`src/rtl/pc_adder_if.sv`:
```
// Fetch-stage PC increment bus: the current PC and enable in, the combinational
// and registered next-PC results plus status flags out.
interface pc_adder_if #(
  parameter int WIDTH = 32
);
  logic             en;
  logic [WIDTH-1:0] PCin;
  logic [WIDTH-1:0] out;
  logic             carry;
  logic [WIDTH-1:0] out_q;
  logic             carry_q;
  logic             valid_q;
  logic             misaligned;

  modport master (
    output en, PCin,
    input  out, carry, out_q, carry_q, valid_q, misaligned
  );

  modport slave (
    input  en, PCin,
    output out, carry, out_q, carry_q, valid_q, misaligned
  );
endinterface

```
`src/rtl/pc_adder.sv`:
```
// Sequential next-PC adder: out = PCin + STEP (mod 2^WIDTH) with carry, a registered copy,
// and an optional PC alignment flag enabled by defining PC_ADDER_ALIGN_CHECK_EN.
module pc_adder #(
  parameter int WIDTH = 32,
  parameter int STEP  = 4
) (
  input  logic        clk,
  input  logic        rst_n,
  pc_adder_if.slave   bus
);
  localparam logic [WIDTH-1:0] STEP_W = WIDTH'(STEP);

  logic [WIDTH:0] sum;

  // Extend by one bit so the wrap-around shows up as the carry.
  assign sum       = {1'b0, bus.PCin} + {1'b0, STEP_W};
  assign bus.out   = sum[WIDTH-1:0];
  assign bus.carry = sum[WIDTH];

  always_ff @(posedge clk or negedge rst_n) begin
    if (!rst_n) begin
      bus.out_q   <= '0;
      bus.carry_q <= 1'b0;
      bus.valid_q <= 1'b0;
    end else if (bus.en) begin
      bus.out_q   <= sum[WIDTH-1:0];
      bus.carry_q <= sum[WIDTH];
      bus.valid_q <= 1'b1;
    end
  end

`ifdef PC_ADDER_ALIGN_CHECK_EN
  assign bus.misaligned = |bus.PCin[1:0];
`else
  assign bus.misaligned = 1'b0;
`endif

endmodule

```
`src/flat_wrapper.sv`:
```
// flat-port wrapper written by rule: the top's interface ports become plain ports
module pc_adder_flat 
#(
  parameter int WIDTH = 32,
  parameter int STEP  = 4
)
  (clk, rst_n, bus_en, bus_PCin, bus_out, bus_carry, bus_out_q, bus_carry_q, bus_valid_q, bus_misaligned);
  pc_adder_if #(.WIDTH(WIDTH)) bus_i ();
  input  logic clk;
  input  logic rst_n;
  input wire logic [$bits(bus_i.en)-1:0] bus_en;
  input wire logic [$bits(bus_i.PCin)-1:0] bus_PCin;
  output wire logic [$bits(bus_i.out)-1:0] bus_out;
  output wire logic [$bits(bus_i.carry)-1:0] bus_carry;
  output wire logic [$bits(bus_i.out_q)-1:0] bus_out_q;
  output wire logic [$bits(bus_i.carry_q)-1:0] bus_carry_q;
  output wire logic [$bits(bus_i.valid_q)-1:0] bus_valid_q;
  output wire logic [$bits(bus_i.misaligned)-1:0] bus_misaligned;
  assign bus_i.en = bus_en;
  assign bus_i.PCin = bus_PCin;
  assign bus_out = bus_i.out;
  assign bus_carry = bus_i.carry;
  assign bus_out_q = bus_i.out_q;
  assign bus_carry_q = bus_i.carry_q;
  assign bus_valid_q = bus_i.valid_q;
  assign bus_misaligned = bus_i.misaligned;
  pc_adder #(.WIDTH(WIDTH), .STEP(STEP)) u_core (.clk(clk), .rst_n(rst_n), .bus(bus_i));
endmodule
```
`config.mk`:
```
export PLATFORM = sky130hd
export DESIGN_NAME = pc_adder_flat
export DESIGN_NICKNAME = d
export VERILOG_FILES = /design/src/rtl/pc_adder_if.sv /design/src/rtl/pc_adder.sv /design/src/flat_wrapper.sv
export SDC_FILE = /design/constraint.sdc
export NUM_CORES = 1
export LEC_CHECK = 0
export BUFFER_PORTS_ARGS = -buffer_cell sky130_fd_sc_hd__buf_2
export CAP_MARGIN = 20
export CELL_PAD_IN_SITES_DETAIL_PLACEMENT = 1
export CELL_PAD_IN_SITES_GLOBAL_PLACEMENT = 1
export CORE_ASPECT_RATIO = 1.25
export CORE_MARGIN = 1
export CORE_UTILIZATION = 34
export CTS_BUF_LIST = sky130_fd_sc_hd__clkbuf_4
export DETAILED_ROUTE_END_ITERATION = 16
export PLACE_DENSITY = 0.81
export SLEW_MARGIN = 20
export SYNTH_ARGS = -nofsm -noshare
export SYNTH_HDL_FRONTEND = slang
export SYNTH_SLANG_ARGS = --single-unit
```
`constraint.sdc`:
```
create_clock -name clk -period 2.54 [get_ports clk]
set_clock_uncertainty 0.2 [all_clocks]
set_input_delay 0.381 -clock clk [delete_from_list [all_inputs] [get_ports clk]]
set_output_delay 0.381 -clock clk [all_outputs]
set_load 0.02 [all_outputs]
```
# ---- Word level (Yosys, flattened, before mapping)
# Index checks and enable logic that the tools add are counted.
dict set report totals {
  register_bits 34
  input_bits 35
  out_inout_bits 68
  wordCells 4
}
dict set report classes {
  n_addsub 1
}
# cell count
set ops {}
lappend ops {{32-bit by 3-bit adder with 33-bit output (second input constant)} 1}

# ---- Depth between registers and ports, before layout
# Gate-level depths: netlist of run 1.
dict set report depth {
  word_depth 1
  depth_mapped 6
}

# ---- Worst setup path after synthesis of run 1
# OpenSTA, ideal clock, no wires.
dict set report synth_path {
  path_type {input port to output port}
  from {input bus_PCin[2]}
  to {output bus_out[28]}
  t_arrival_ns 1.653
  required_time_ns 1.959
  slack_ns 0.306
  cell_stages 5
  path_cell_list {ha_1 -> and4_1 -> nand3_2 -> or4_4 -> nand2_1}
}
dict set report synth_between {
  elab_chain_len 1
}
# element line
set synth_rtl {}
lappend synth_rtl {{start: declaration} flat_wrapper.sv:12} ;# input wire logic [$bits(bus_i.PCin)-1:0] bus_PCin;
lappend synth_rtl {{32-bit by 3-bit adder with 33-bit output} pc_adder.sv:16} ;# assign sum = {1'b0, bus.PCin} + {1'b0, STEP_W};
lappend synth_rtl {{end: declaration} flat_wrapper.sv:13} ;# output wire logic [$bits(bus_i.out)-1:0] bus_out;
# No other way between the ends.

# ---- Final worst setup path of run 1
# Same ends and word-level chain as after synthesis.

==> Flow_metrics.wiki, run 1 <==
{| class="wikitable"
! Metric !! Value
|-
| Result of the run || finished, violations left
|-
| Failing checks || DRC
|-
| Setup crit end kind || primary output
|-
| Top Ports || slightly above 100
|-
| Overall routing resource usage || about a fifth
|-
| Die area || approximately 6300 um^2
|-
| Number of iterations in the first detailed-routing pass || 10
|-
| Ys flop type || dfrtp_1
|-
| Deepest level of the CTS H-tree || 2
|-
| Worst Path Buf+Inv || 2
|-
| Number of nets in the final layout || roughly 360
|-
| Count of flip-flops with a built-in enable after synthesis || 0
|-
| Area share of fa/ha/maj cells after synthesis || 0.615%
|-
| Dominant combinational cell family by area after synthesis || simple AND/OR/NAND/NOR gates
|-
| Maximum ir drop on the vdd rail || 0.000238 V
|-
| Fraction of synthesis flops using an asynchronous set or reset pin || 100%
|-
| Total non-filler cell area in the finished layout || 2710 um^2
|-
| Largest area contributor in the netlist || dfrtp_1
|-
| Area growth from synthesis to layout || 33.0%
|-
| Maximum fanout count along the critical path || 9
|-
| Count of synthesis-stage warnings from yosys || 0
|-
| Proportion of netlist area held by the largest area contributor || around two fifths
|-
| Largest cells by area after synthesis || dfrtp_1, mux2_2, nor2_1
|-
| Fin crit period || 2.45 ns
|-
| Number of buffers inserted during clock tree synthesis || 5
|-
| CTS root buffer || clkbuf_4
|-
| Xor and xnor area share after synthesis || around 6.5%
|-
| Vias/cell || 5.32
|-
| Highest Clock Rate || 0.409 GHz
|-
| First-pass GRT wire length || 9.92 mm
|-
| DRC || 6
|-
| Cell row count || 31
|-
| Routed Wire Length || 6.14 mm
|-
| Mux cell area share after synthesis || 7.74%
|-
| Power share of the clock group || 21.3%
|-
| Via count of the first global-routing pass || between 2000 and 2500
|-
| Antenna Nets Post-Route || 0
|-
| Post-CTS setup buffers || 0
|-
| Layout cell share with drive strength beyond 1 || 42.5%
|-
| Category of cells accounting for the largest share of critical-path delay || simple AND/OR/NAND/NOR gates
|-
| Total power consumption of the routed design || 0.00127 W
|-
| Source-to-sink clock delay at the later pin of the worst-skew pair || ~0.34 ns
|-
| Cells along the critical path || buf_2, ha_1, and4_1, nand3_4, or4_4, nand2_1, buf_2
|-
| Number of hold violations in the final report || 0
|-
| Combinational cell fraction of total power || a little under a third
|-
| DP Wirelength || 4.95 mm
|-
| Syn Area/Cell || 9.17 um^2
|-
| Data required time at the worst endpoint || 1.96 ns
|-
| Area of the core || roughly 5800 um^2
|-
| Vert. Die Dim || about 89 um
|-
| Initial core utilization || between 30% and 40%
|-
| Tightest slew margin relative to the limit || a little under half
|-
| CTS tree || yes
|-
| Most common cell after layout, fill and taps aside || buf_2
|-
| Classification of the worst-slack hold path || input pin to flip-flop
|-
| Cell area power density || 468 nW/um^2
|-
| DR WL/cell || 15.6 um
|-
| Number of slew-limit violations in the final report || 0
|-
| Unique masters post-synth || 35
|-
| Setup crit start kind || input pin
|-
| Simple logic cell fraction of the synthesized area || 28.1%
|-
| Total setup violations reported at the end of the flow || 0
|-
| Critical Setup Path Class || input pin to primary output
|-
| Gate Count Post-Synth || 222
|-
| Critical path's largest stage delay || 0.50 ns
|-
| Total number of clock tree sinks || 34
|-
| Max Cap Viol || 0
|-
| DR iter-0 viols || 92
|-
| Transition time at the pin with the least slew margin || 0.819 ns
|-
| Largest net degree at the start of global routing || 35
|-
| Worst-case clock buffer depth || 2
|-
| Share of power burned in registers || 48.6%
|-
| RD Place Congestion || around 0.77
|-
| Internal power consumption || 0.000823 W
|-
| Port buffer count || 101
|-
| Switching power total || 0.000444 W
|-
| FF+latch count, synth || 34
|-
| Floorplan die width || 71.2 um
|-
| Final clock period utilization by the worst path || around 96%
|-
| RSZ-0062 raised after global routing || false
|-
| CTS clock-pin slew for the worst setup and hold paths || roughly 0.09 ns
|-
| ANT cells || 0
|-
| Net switching share of the total power || 35.0%
|-
| Synth Area in Compound Gates || about a tenth
|-
| Top library cells by usage in the layout, fill and taps aside || buf_2, dfrtp_1, nor2_1
|-
| Fin util || 46.9%
|-
| Mapped Nets || ~260
|-
| Most common cell on crit path || buf_2
|-
| Instance area after placement || 2640 um^2
|-
| Cell with the biggest individual delay on the critical path || or4_4
|-
| Area of the mapped netlist || 2040 um^2
|-
| Critical Path AT || between 1.5 and 2 ns
|-
| Number of antenna violations at the first check in global routing || 0
|-
| Static leakage || 1.30 nW
|-
| Register area share after synthesis || between 40% and 50%
|-
| Final sum of negative setup slack || 0 ns
|-
| Total congestion overflow after global routing || 0
|-
| Via count of the routed design || 2089
|}
Yosys cell counts, types with 2 or more instances:
cell	n
dfrtp_1	34
a221o_1	2
and4_1	7
nor3_1	3
nand2_1	23
and3_1	5
xor2_1	7
or4_4	2
clkbuf_1	6
xnor2_1	8
or3_1	5
o21ai_0	6
mux2_2	14
buf_2	3
or4_1	4
nand4_1	10
buf_4	4
nor4_1	4
nor2_1	26
inv_1	5
nand3_1	10
o31ai_1	6
a31oi_1	15
and2_1	2
per-stage QoR:
stage               hold WS [ns]  std cells  setup WS (ns)
floorplan                 -0.115        222          0.306
detailed placement         0.265        386         0.0444
CTS                       0.0791        393         0.0448
global route              0.0923        393         0.0213
global placement           0.249        386          0.103
finish                    0.0932        393         0.0936
worst paths after layout:
| kind | from | end | slack (ns) | depth (start not counted) |
|---|---|---|---|---|
| max | bus_PCin[2] | bus_out[28] | 0.09 | 7 |
| max reg2reg | u_core.bus.out_q[26] | u_core.bus.out_q[26] | 1.49 | 1 |
| min reg2reg | u_core.bus.valid_q | u_core.bus.valid_q | 0.28 | 1 |
| max in group asynchronous | rst_n | u_core.bus.out_q[2] | 1.15 | 2 |
| min | bus_PCin[0] | u_core.bus.out_q[0] | 0.09 | 2 |
| min in group asynchronous | rst_n | u_core.bus.out_q[22] | 0.46 | 2 |
metal layers:
metal  share of wire, %  track usage, %
met1                 40            22.7
met2                 54            38.5
met5                  0               0
met4                1.4            6.36
met3                5.3            4.44
sequential cells by signal (all words and copies together) (netlist names):
signal and cells:
u_core.bus.carry_q 1, u_core.bus.valid_q 1, u_core.bus.out_q 32
cells by family (layout without fill, tap and decap cells):
family,Yosys count,count (layout)
compound gates,31,31
xor+xnor,15,15
fa+ha+maj,1,1
buf+inv,20,125
flops,34,34
mux,14,14
other cells,1,1
simple gates,106,106
area by class of cell:
type,count,area (um^2)
clock buffers,5,37.5
clock inverters,1,3.75
repair buffers,113,611
fillers,718,3070
flip-flops and latches,34,851
multi-input cells,168,1100
inverters,6,22.5
well taps,66,82.6
timing repair:
action	CTS	global route
endpoints found under the hold margin	34	0
setup endpoints to repair	0	3
hold buffers	1	0
gates resized for setup	0	2
power groups by stage:
| stage | logic [W] | registers (W) | clock network [W] |
|---|---|---|---|
| after CTS | 0.000385 | 0.000617 | 0.000289 |
| after floorplan | 0.000152 | 0.000691 | 0 |
| after detailed placement | 0.000382 | 0.000628 | 0 |
| after global routing | 0.000416 | 0.000624 | 0.000309 |
| after global placement | 0.000373 | 0.000624 | 0 |
| final | 0.000382 | 0.000616 | 0.000269 |
(Power assumes the default switching activity.)
==> inputs of run 2 (changes only) <==
- BUFFER_PORTS_ARGS: -buffer_cell sky130_fd_sc_hd__buf_2 -> unset
- CORE_UTILIZATION: 34 -> 40
- DONT_BUFFER_PORTS: unset -> 1
- PLACE_DENSITY: 0.81 -> 0.69
==> Flow_metrics.wiki, run 2 (synthesized netlist as in run 1, its figures left out) <==
{| class="wikitable"
! Metric !! Value
|-
| Number of antenna violations at the first check in global routing || 0
|-
| Total non-filler cell area in the finished layout || roughly 2200 um^2
|-
| Routed Wire Length || 5.93 mm
|-
| CTS tree || yes
|-
| Overall routing resource usage || a little under a quarter
|-
| Most common cell after layout, fill and taps aside || dfrtp_1
|-
| Initial core utilization || 42.4%
|-
| Top library cells by usage in the layout, fill and taps aside || dfrtp_1, nor2_1, nand2_1
|-
| Layout cell share with drive strength beyond 1 || 18.4%
|-
| Antenna Nets Post-Route || 0
|-
| Via count of the routed design || about 1800
|-
| CTS root buffer || clkbuf_4
|-
| First-pass GRT wire length || 9.48 mm
|-
| Number of slew-limit violations in the final report || 0
|-
| Worst min-delay path startpoint || bus_en
|-
| Maximum ir drop on the vdd rail || approximately 0.00030 V
|-
| DR WL/cell || approximately 20 um
|-
| Max Cap Viol || 0
|-
| Total number of clock tree sinks || 34
|-
| Fin util || 46.9%
|-
| Cell row count || 28
|-
| Critical register-to-register path startpoint || u_core.bus.out_q[26]
|-
| Die area || 5380 um^2
|-
| DRC || 0
|-
| Total congestion overflow after global routing || 0
|-
| Static leakage || 0.945 nW
|-
| Transition time at the pin with the least slew margin || 0.585 ns
|-
| Largest register by flop count || u_core.bus.out_q
|-
| Number of buffers inserted during clock tree synthesis || 5
|-
| Maximum fanout count along the critical path || 9
|-
| Result of the run || completed
|-
| Total setup violations reported at the end of the flow || 0
|-
| Final clock period utilization by the worst path || 92.5%
|-
| Area growth from synthesis to layout || 10.5%
|-
| Tightest slew margin relative to the limit || 60.7%
|-
| Setup crit start kind || input pin
|-
| DP Wirelength || 4.37 mm
|-
| Vert. Die Dim || 81.8 um
|-
| CTS clock-pin slew for the worst setup and hold paths || 0.10 ns
|-
| Number of iterations in the first detailed-routing pass || 4
|-
| Vias/cell || about 6
|-
| Via count of the first global-routing pass || 2045
|-
| Top Ports || 103
|-
| Fin crit period || 2.35 ns
|-
| Area of the core || 4800 um^2
|-
| Number of nets in the final layout || 270
|-
| RSZ-0062 raised after global routing || false
|-
| Source-to-sink clock delay at the later pin of the worst-skew pair || around 0.33 ns
|-
| Highest Clock Rate || about 0.43 GHz
|-
| Critical Setup Path Class || input pin to primary output
|-
| Cell area power density || 525 nW/um^2
|-
| DR iter-0 viols || slightly below 80
|-
| Instance area after placement || 2120 um^2
|-
| Classification of the worst-slack hold path || input pin to flip-flop
|-
| Flip-flop count of the largest register after layout || 32
|-
| Floorplan die width || 65.8 um
|-
| Worst-case clock buffer depth || 2
|-
| Deepest level of the CTS H-tree || 2
|-
| Final sum of negative setup slack || 0 ns
|-
| Largest net degree at the start of global routing || 35
|-
| Port buffer count || 0
|-
| ANT cells || 0
|-
| Setup crit end kind || primary output
|-
| Number of hold violations in the final report || 0
|-
| RD Place Congestion || 0.830
|-
| Critical Path AT || 1.77 ns
|-
| Resize count post-CTS || 0
|-
| Data required time at the worst endpoint || 1.96 ns
|-
| Largest registers in the final layout || u_core.bus.out_q: 32 flops, u_core.bus.carry_q: 1 flops, u_core.bus.valid_q: 1 flops
|-
| Source of the critical timing path || bus_PCin[2]
|}
[run 2: cell types whose count changed in the layout (fill, tap and decap cells not counted), sizes merged]
cell,delta
buf,-98
dlygate4sd3,+4
clkbuf,+2
clkinv,-1
[run 2: timing repair]
action                    CTS  global route
setup buffers               0             0
hold endpoints to repair   59             1
hold buffers                6             1
[run 2: area by class of cell]
| type | count | area [um^2] |
|---|---|---|
| tap | 60 | 75.1 |
| fill | 567 | 2550 |
| sequential | 34 | 851 |
| multi-input combinational | 168 | 1080 |
| timing repair buffer | 19 | 165 |
| clock buffer | 7 | 52.6 |
| inverter | 6 | 22.5 |
[run 2: layer usage]
| layer | share of wire (%) | GRT usage (%) | up-vias |
|---|---|---|---|
| li1 | - | - | 830 |
| met4 | 1.2 | 8.26 | 0 |
| met5 | 0 | 0 | - |
| met1 | 35 | 22.1 | 865 |
| met2 | 55 | 45.6 | 76 |
| met3 | 8.5 | 8.19 | 9 |
[run 2: where the power goes]
group / internal (W) / switching, W
Clock: 0.000126 / 0.000172
Sequential: 0.000591 / 0.0000990
Combinational: 0.0000742 / 0.000118
Total: 0.000791 / 0.000390
[run 2: final timing paths]
check                                        to  slack (ns)  depth (start not counted)
max                                 bus_out[28]        0.19                          5
min reg2reg                  u_core.bus.valid_q        0.44                          1
max reg2reg                u_core.bus.out_q[26]        1.36                          1
min in group asynchronous  u_core.bus.out_q[21]        0.30                          2
max in group asynchronous  u_core.bus.out_q[26]        1.63                          2
min                        u_core.bus.out_q[25]       0.005                          2
[run 2: metrics by stage]
stage               std cells  setup WS, ns  hold slack (ns)  total power [W]
floorplan                 222         0.306           -0.115         0.000843
global route              294        0.0957          0.00929          0.00123
detailed placement        280         0.183           -0.114         0.000867
global placement          280         0.219           -0.114         0.000859
CTS                       293         0.182         0.000643          0.00120
finish                    294         0.190          0.00483          0.00118
[run 2: worst max-delay path, cell delays in order]
cell,delay (ns)
ha_1,0.22
and4_1,0.26
nand3_2,0.19
or4_4,0.53
nand2_1,0.19
==> inputs of run 3 (changes only) <==
- clock period: 2.54 -> 2.7 ns (I/O delays scaled with it)
==> Flow_metrics.wiki, run 3 (synthesized netlist as in run 1, its figures left out) <==
{| class="wikitable"
! Metric !! Value
|-
| Result of the run || completed
|-
| Worst-case setup margin in the final layout || about 0.23 ns
|-
| Total power consumption of the routed design || 0.00110 W
|-
| Internal power consumption || 0.000737 W
|-
| Deepest level of the CTS H-tree || 2
|-
| Worst min-delay path startpoint || bus_en
|-
| Setup crit start kind || input pin
|-
| Via count of the first global-routing pass || about 1900
|-
| Fin crit period || 2.47 ns
|-
| Top Usage Layer GRT || met2
|-
| Vert. Die Dim || 81.8 um
|-
| Antenna Nets Post-Route || 0
|-
| Flip-flop count of the largest register after layout || 32
|-
| Setup slack on the worst flop-to-flop path || 1.51 ns
|-
| Global Route met1 Usage || a little over a fifth
|-
| DRC || 0
|-
| Worst-case clock buffer depth || 2
|-
| Top library cells by usage in the layout, fill and taps aside || dfrtp_1, nor2_1, nand2_1
|-
| Number of hold violations in the final report || 0
|-
| Worst hold path endpoint || u_core.bus.out_q[23]
|-
| Die area || 5380 um^2
|-
| Final clock period utilization by the worst path || 91.3%
|-
| Setup crit end kind || primary output
|-
| Data required time at the worst endpoint || 2.10 ns
|-
| Port buffer count || 0
|-
| FF-to-FF path depth || 1
|-
| Number of buffers inserted during clock tree synthesis || 5
|-
| Post-cts hold buffer count || 3
|-
| CTS clock-pin slew for the worst setup and hold paths || 0.10 ns
|-
| Total congestion overflow after global routing || 0
|-
| CTS root buffer || clkbuf_4
|-
| ANT cells || 0
|-
| DR WL/cell || 19.8 um
|-
| Cell area power density || just over 500 nW/um^2
|-
| RD Place Congestion || ~0.83
|-
| WHS Path Cells || 2
|-
| Power share of the clock group || 25.6%
|-
| Vias/cell || 6.10
|-
| Resize count post-CTS || 0
|-
| Initial core utilization || between 40% and 50%
|-
| Net switching share of the total power || 32.8%
|-
| Floorplan die width || 65.8 um
|-
| Largest net degree at the start of global routing || 35
|-
| Area of the core || 4800 um^2
|-
| Largest registers in the final layout || u_core.bus.out_q: 32 flops, u_core.bus.carry_q: 1 flops, u_core.bus.valid_q: 1 flops
|-
| Max Cap Viol || 0
|-
| Largest register by flop count || u_core.bus.out_q
|-
| Cell row count || 28
|-
| Most common cell after layout, fill and taps aside || dfrtp_1
|-
| Transition time at the pin with the least slew margin || 0.608 ns
|-
| Critical Path AT || between 1.5 and 2 ns
|-
| GRT met2 Usage || 41.8%
|-
| Top Ports || 103
|-
| Source-to-sink clock delay at the later pin of the worst-skew pair || around 0.32 ns
|-
| Fill cell total of the finished layout || 564
|-
| Classification of the worst-slack hold path || input pin to flip-flop
|-
| Switching power total || 0.000360 W
|-
| Post-Place Worst Slack || 0.233 ns
|-
| Maximum fanout count along the critical path || 9
|-
| Combinational cell fraction of total power || 15.2%
|-
| Final sum of negative setup slack || 0 ns
|-
| DR iter-0 viols || 61
|-
| RSZ-0062 raised after global routing || false
|-
| Layout cell share with drive strength beyond 1 || 16.1%
|-
| Global Route met3 Usage || 8.33%
|-
| Total setup violations reported at the end of the flow || 0
|-
| Number of nets in the final layout || 260
|-
| Via count of the routed design || 1732
|-
| Critical Setup Path Class || input pin to primary output
|-
| Critical register-to-register path startpoint || u_core.bus.out_q[26]
|-
| Share of power burned in registers || 59.3%
|-
| Total number of clock tree sinks || 34
|-
| Tightest slew margin relative to the limit || 59.2%
|-
| First-pass GRT wire length || 8.94 mm
|-
| Area growth from synthesis to layout || 6.58%
|-
| CTS tree || yes
|-
| Routed Wire Length || 5.62 mm
|-
| Static leakage || 0.897 nW
|-
| Post-CTS setup buffers || 0
|-
| DP Wirelength || 4.29 mm
|-
| Maximum ir drop on the vdd rail || around 0.00033 V
|-
| Highest Clock Rate || 0.406 GHz
|-
| FF-to-FF End || u_core.bus.out_q[26]
|-
| Number of iterations in the first detailed-routing pass || 4
|-
| Number of antenna violations at the first check in global routing || 0
|-
| Overall routing resource usage || 22.2%
|-
| Number of slew-limit violations in the final report || 0
|}
==> run 3: cell types whose count changed in the layout (fill, tap and decap cells not counted) <==
| cell | previous run | this run |
|---|---|---|
| dlygate4sd3_1 | 5 | 2 |
| buf_2 | 1 | 0 |
| buf_4 | 12 | 6 |
==> run 3: layout make-up <==
cell class | instances | area [um^2] | share of cell area (%)
clock buffer | 7 | 52.6 | 2.42
tap | 60 | 75.1 | 3.46
inverter | 6 | 22.5 | 1.04
sequential | 34 | 851 | 39.2
timing repair buffer | 9 | 85.1 | 3.92
multi-input combinational | 168 | 1080 | 49.9
==> run 3: how the worst max path moves through the flow <==
stage	startpoint	endpoint	slack [ns]	cells after the start
detailed placement	bus_PCin[2]	bus_out[28]	0.23	5
finish	bus_PCin[2]	bus_out[28]	0.23	5
floorplan	bus_PCin[2]	bus_out[28]	0.42	5
CTS	bus_PCin[2]	bus_out[28]	0.23	5
global placement	bus_PCin[2]	bus_out[28]	0.27	5
global route	bus_PCin[2]	bus_out[28]	0.14	5
==> run 3: critical path: stages <==
cell and delay, ns:
ha_1 0.20, and4_1 0.31, nand3_2 0.22, or4_4 0.53, nand2_1 0.19
==> run 3: through the flow <==
step	instances	area (um^2)	hold slack, ns	util (%)
finish	284	2170	0.0209	45.2
global route	284	2170	0.00675	45.2
CTS	284	2170	0.0109	45.2
detailed placement	274	2080	-0.0899	43.3
global placement	274	2080	-0.0899	43.3
floorplan	222	2040	-0.0906	-
==> run 3: per-layer routing <==
layer	up-vias	share of wire (%)
met5	-	0
met4	0	1.7
met3	7	8.8
met2	67	54
met1	849	36
li1	809	-
==> run 3: power by group through the flow <==
stage / logic (W) / clock network, W / registers, W
2_1_floorplan: 0.000143 / 0 / 0.000650
3_3_place_gp: 0.000144 / 0 / 0.000658
3_5_place_dp: 0.000149 / 0 / 0.000660
4_1_cts: 0.000170 / 0.000291 / 0.000650
5_1_grt: 0.000185 / 0.000308 / 0.000656
6_report: 0.000166 / 0.000280 / 0.000650
